===== src/rtl/if_id_stage_hs_pkg.sv =====
// Shared IF/ID pipeline definitions.
// Holds the NOP encoding, the occupancy states and the fetch payload layout.
package if_id_stage_hs_pkg;

    // RISC-V "addi x0, x0, 0"
    localparam logic [31:0] NOP_INSTR_DEFAULT = 32'h0000_0013;

    typedef enum logic [1:0] {
        EMPTY = 2'd0,
        FULL  = 2'd1,
        SKID  = 2'd2
    } occ_state_e;

    typedef struct packed {
        logic [63:0] pc;
        logic [31:0] instr;
    } if_id_payload_t;

endpackage


===== src/rtl/if_id_stage_hs_skid_buffer.sv =====
// Generic ready/valid register with an optional second entry.
// With the second entry present, in_ready is a flop and full throughput is kept.
module if_id_stage_hs_skid_buffer
    import if_id_stage_hs_pkg::*;
#(
    parameter int DATA_WIDTH = 96,
    parameter bit SKID_EN    = 1'b1
) (
    input  logic                  clk,
    input  logic                  reset,
    input  logic                  clear,
    input  logic                  in_valid,
    output logic                  in_ready,
    input  logic [DATA_WIDTH-1:0] in_data,
    output logic                  out_valid,
    input  logic                  out_ready,
    output logic [DATA_WIDTH-1:0] out_data
);

    occ_state_e            state_reg;
    occ_state_e            state_next;
    logic [DATA_WIDTH-1:0] main_reg;
    logic [DATA_WIDTH-1:0] skid_reg;
    logic                  accept;
    logic                  consume;

    assign accept    = in_valid && in_ready && !clear;
    assign consume   = out_valid && out_ready;
    assign out_valid = (state_reg != EMPTY);
    assign out_data  = main_reg;

    always_comb begin
        state_next = state_reg;
        if (clear) begin
            state_next = EMPTY;
        end else begin
            case (state_reg)
                EMPTY: if (accept) state_next = FULL;
                FULL: begin
                    if (accept && !consume)
                        state_next = SKID;
                    else if (!accept && consume)
                        state_next = EMPTY;
                end
                SKID:    if (consume) state_next = FULL;
                default: state_next = EMPTY;
            endcase
        end
    end

    always_ff @(posedge clk or negedge reset) begin
        if (!reset) begin
            state_reg <= EMPTY;
            main_reg  <= '0;
            skid_reg  <= '0;
        end else begin
            state_reg <= state_next;
            if (state_reg == SKID) begin
                if (consume && !clear)
                    main_reg <= skid_reg;
            end else if (accept) begin
                // A word arriving while main is stuck parks behind it.
                if (state_reg == FULL && !consume)
                    skid_reg <= in_data;
                else
                    main_reg <= in_data;
            end
        end
    end

    generate
        if (SKID_EN) begin : g_skid
            logic ready_reg;
            always_ff @(posedge clk or negedge reset) begin
                if (!reset)
                    ready_reg <= 1'b1;
                else
                    ready_reg <= (state_next != SKID);
            end
            assign in_ready = ready_reg;
        end else begin : g_noskid
            assign in_ready = !out_valid || out_ready;
        end
    endgenerate

endmodule


===== src/rtl/if_id_stage_hs.sv =====
// IF/ID pipeline register with valid/ready handshake, flush-to-NOP
// and a saturating count of cycles decode held the stage back.
module if_id_stage_hs
    import if_id_stage_hs_pkg::*;
#(
    parameter int                     PC_WIDTH    = 64,
    parameter int                     INSTR_WIDTH = 32,
    parameter logic [INSTR_WIDTH-1:0] NOP_INSTR   = INSTR_WIDTH'(NOP_INSTR_DEFAULT),
    parameter bit                     SKID_EN     = 1'b1,
    parameter int                     CNT_WIDTH   = 16
) (
    input  logic                   clk,
    input  logic                   reset,
    input  logic                   in_valid,
    output logic                   in_ready,
    input  logic [PC_WIDTH-1:0]    in_pc,
    input  logic [INSTR_WIDTH-1:0] in_instr,
    input  logic                   flush,
    output logic                   out_valid,
    input  logic                   out_ready,
    output logic [PC_WIDTH-1:0]    out_pc,
    output logic [INSTR_WIDTH-1:0] out_instr,
    output logic [CNT_WIDTH-1:0]   stall_cnt,
    input  logic                   clr_cnt
);

    typedef struct packed {
        logic [PC_WIDTH-1:0]    pc;
        logic [INSTR_WIDTH-1:0] instr;
    } payload_t;

    localparam logic [CNT_WIDTH-1:0] CNT_MAX = '1;

    payload_t             in_payload;
    payload_t             held_payload;
    logic                 held_valid;
    logic [CNT_WIDTH-1:0] stall_cnt_reg;

    assign in_payload = '{pc: in_pc, instr: in_instr};

    if_id_stage_hs_skid_buffer #(
        .DATA_WIDTH ($bits(payload_t)),
        .SKID_EN    (SKID_EN)
    ) u_skid_buffer (
        .clk       (clk),
        .reset     (reset),
        .clear     (flush),
        .in_valid  (in_valid),
        .in_ready  (in_ready),
        .in_data   (in_payload),
        .out_valid (held_valid),
        .out_ready (out_ready),
        .out_data  (held_payload)
    );

    // Decode never sees stale data: an empty stage shows a zero PC and a NOP.
    assign out_valid = held_valid;
    assign out_pc    = held_valid ? held_payload.pc    : '0;
    assign out_instr = held_valid ? held_payload.instr : NOP_INSTR;

    always_ff @(posedge clk or negedge reset) begin
        if (!reset)
            stall_cnt_reg <= '0;
        else if (clr_cnt)
            stall_cnt_reg <= '0;
        else if (held_valid && !out_ready && !flush && stall_cnt_reg != CNT_MAX)
            stall_cnt_reg <= stall_cnt_reg + CNT_WIDTH'(1);
    end

    assign stall_cnt = stall_cnt_reg;

endmodule


===== config.mk =====
export PLATFORM = sky130hd
export DESIGN_NAME = if_id_stage_hs
export DESIGN_NICKNAME = d
export VERILOG_FILES = /design/src/rtl/if_id_stage_hs_pkg.sv /design/src/rtl/if_id_stage_hs_skid_buffer.sv /design/src/rtl/if_id_stage_hs.sv
export SDC_FILE = /design/constraint.sdc
export NUM_CORES = 1
export LEC_CHECK = 0
export BUFFER_PORTS_ARGS = -buffer_cell sky130_fd_sc_hd__buf_2
export CAP_MARGIN = 25
export CORE_UTILIZATION = 35
export CTS_CLUSTER_DIAMETER = 40
export CTS_CLUSTER_SIZE = 30
export DETAILED_ROUTE_END_ITERATION = 12
export SYNTH_ARGS = -nofsm -noshare
export SYNTH_HDL_FRONTEND = slang
export SYNTH_HIERARCHICAL = 1
export SYNTH_SLANG_ARGS = --single-unit

===== constraint.sdc =====
create_clock -name clk -period 2.25 [get_ports clk]
set_input_delay 0.225 -clock clk [delete_from_list [all_inputs] [get_ports clk]]
set_output_delay 0.225 -clock clk [all_outputs]
set_load 0.01 [all_outputs]

==> impl_metrics.ini <==
[outcome]
status = complete, no violations

[power]
total_power_mw = 13.2
leakage_nw = 6.81
powerDensity_nw_per_um2 = 967
max-vdd-ir-drop_uv = 565

[synth]
synthCells = 853
synth_area_leaders = dfrtp_1, mux2_2, a21oi_1, mux2i_1, and2_1
yosysWarnings = 6
ys.flop_type = dfrtp_1
muxShareOfSynthArea_pct = 21.2
synthesis.area_sq_um = 9790
synth_top_family_by_area = multiplexers
synth_compound_area_share_pct = 11.8
syn_area_per_cell_sq_um = 11.5
synth_xor_area_share_pct = 0.0894
yosys.area_share.simple_pct = 9.63
synth-edff-count = 0
yosys.area.top_type = dfrtp_1
synth_fp_nets = 956
synth.top_cell.area_share_pct = 53.7
synth_seq_cells = 211
ys_async_sr_fraction_pct = 100
synth_cell_type_count = 39
synth_fa_ha_area_share_pct = 0.128
seq_area_frac_synth_pct = 53.9

[detailed_routing]
wl_um = 26200
wl_per_cell_um = 16.8
vias = 7759
postRouteAntennaNets = 0
post_drt_via_cell_ratio = 4.97
drc = 0
dr.first_iter.drc_count = 550
dr.pass1.iters = 4

[timing]
maxSlewViolCount = 0
fin_ws_ns = 0.198
clock_skew_ns = 0.0214
finalSetupViolCount = 0
slew_headroom_pct = 60.2
setup-tns-final_ns = 0
tightest_slew_ns = 0.593
max_freq_mhz = 487
hold_violations = 0
post-route-period-util_pct = 91.2
fin_crit_ns = 2.05
grt_setup_unrepaired = false

[setup_path]
crit_fanout = 52
r2r_cells = 5
reg2reg_slack_ns = 0.30
timing.rr.end = u_skid_buffer/out_data[76]
rr_startpoint = u_skid_buffer/in_ready
cp-start-kind = flop
path_class = reg -> out
arrival_ns = 1.83
end_kind = output port
cp.required_ns = 2.03

[cts]
htree_levels = 2
clkTransAtPathRegs_ns = 0.04
clockBufferDepth = 3
cts_tree = built
cts_sinks = 211
numCtsBuffers = 38
cts_root_buf = clkbuf_16
clkLatencyLatePin_ns = 0.51

[floorplan]
rows = 60
io_pins = 216
start_util_pct = 36.0
die_area_sq_um = 28700
die_w_um = 169
dieHeight_um = 169
core_sq_um = 27200

[worst_hold_path]
hold_end = u_skid_buffer/in_ready
hold_path.class = in -> reg
hold_depth = 2
min_from = out_ready

[final_layout]
layout_common_cells = buf_2, dfrtp_1, a21oi_1, mux2_2, dlygate4sd3_1
utilization_pct = 50.3
syn_to_final_growth_pct = 39.7
mostFrequentLayoutCell = buf_2
drive_gt1_share_pct = 34.4
fin_cells = 1562
layout.nets = 1266

[place]
port_buffers = 215
dp_hpwl_um = 15400
gp_congestion = 0.772
dp_cells = 1397
dp_slack_ns = 0.311

[global_route]
grtUsageTotal_pct = 18.5
grt_pass1_vias = 8015
grt_max_degree = 97
antenna_found_initial = 1
grt_remaining_overflow = 0
grt_pass1_wl_um = 42600

[job]
drv_cap = 0
synth_stat cells, types with 5 or more instances:
cell	number
a21oi_1	206
clkbuf_1	25
buf_1	6
o21ai_0	5
nand3_1	6
buf_2	31
mux2_2	98
o31ai_1	6
and2_1	94
dfrtp_1	210
buf_4	5
or4_1	7
mux2i_1	97
nor2_1	5
nand4_1	5
nand2b_1	5
nand2_1	7
cells by family (layout without fill, tap and decap cells):
logic type               count (synthesis)  in the layout
AO/OA/AOI/OAI                          223            223
flip-flops                             211            211
multiplexers                           195            195
AND/OR/NAND/NOR                        153            153
buffers and inverters                   69            405
adder cells (fa/ha/maj)                  1              1
XOR/XNOR                                 1              1
other                                    0              1
stage by stage:
step	hold WS [ns]	instance area [sq um]
6_report	0.0839	13700
5_1_grt	0.0926	13700
4_1_cts	0.0672	13700
3_5_place_dp	0.147	11400
3_3_place_gp	0.152	11400
2_1_floorplan	-0.0706	9800
worst max path at each step:
| stage | to | from | slack, ns | cells past startpoint |
|---|---|---|---|---|
| 3_5_place_dp | stall_cnt[11] | u_skid_buffer/state_reg[0] | 0.31 | 5 |
| 2_1_floorplan | stall_cnt[9] | u_skid_buffer/state_reg[0] | 0.09 | 7 |
| 4_1_cts | out_instr[24] | u_skid_buffer/state_reg[0] | 0.19 | 4 |
| 5_1_grt | out_instr[24] | u_skid_buffer/state_reg[0] | 0.12 | 4 |
| 3_3_place_gp | stall_cnt[9] | u_skid_buffer/state_reg[0] | 0.34 | 5 |
| 6_report | out_pc[32] | u_skid_buffer/state_reg[0] | 0.20 | 4 |
cell type report:
| cell class | instances | area [sq um] |
|---|---|---|
| Clock buffer | 46 | 1050 |
| Sequential cell | 211 | 5280 |
| Clock inverter | 20 | 248 |
| Antenna cell | 1 | 2.50 |
| Inverter | 2 | 7.51 |
| Fill cell | 2515 | 13500 |
| Multi-Input combinational cell | 573 | 4230 |
| Timing Repair Buffer | 337 | 2400 |
| Tap cell | 372 | 465 |
per-layer routing:
layer  track usage (%)  part of all wire [%]  vias up
met3              5.50                   6.5       28
met4              4.00                   1.3        0
met5                 0                     0        -
li1                  -                     -     3678
met2              30.1                    47      210
met1              24.4                    45     3843
critical path, cell delays in order, from the launching register on:
cell,delay [ns]
dfrtp_1,0.37
or2_4,0.26
buf_4,0.27
and2_1,0.23
buf_2,0.15
power by group:
group | switching (mW) | internal, mW
Sequential | 0.429 | 4.73
Combinational | 1.08 | 1.18
Clock | 2.00 | 3.81
Total | 3.51 | 9.72
repair_timing:
action                    4_1_cts  5_1_grt
hold buffers                   98        0
buffers inserted                0        0
resized for setup               0        0
hold endpoints to repair      141        0
(Power assumes the default switching activity.)
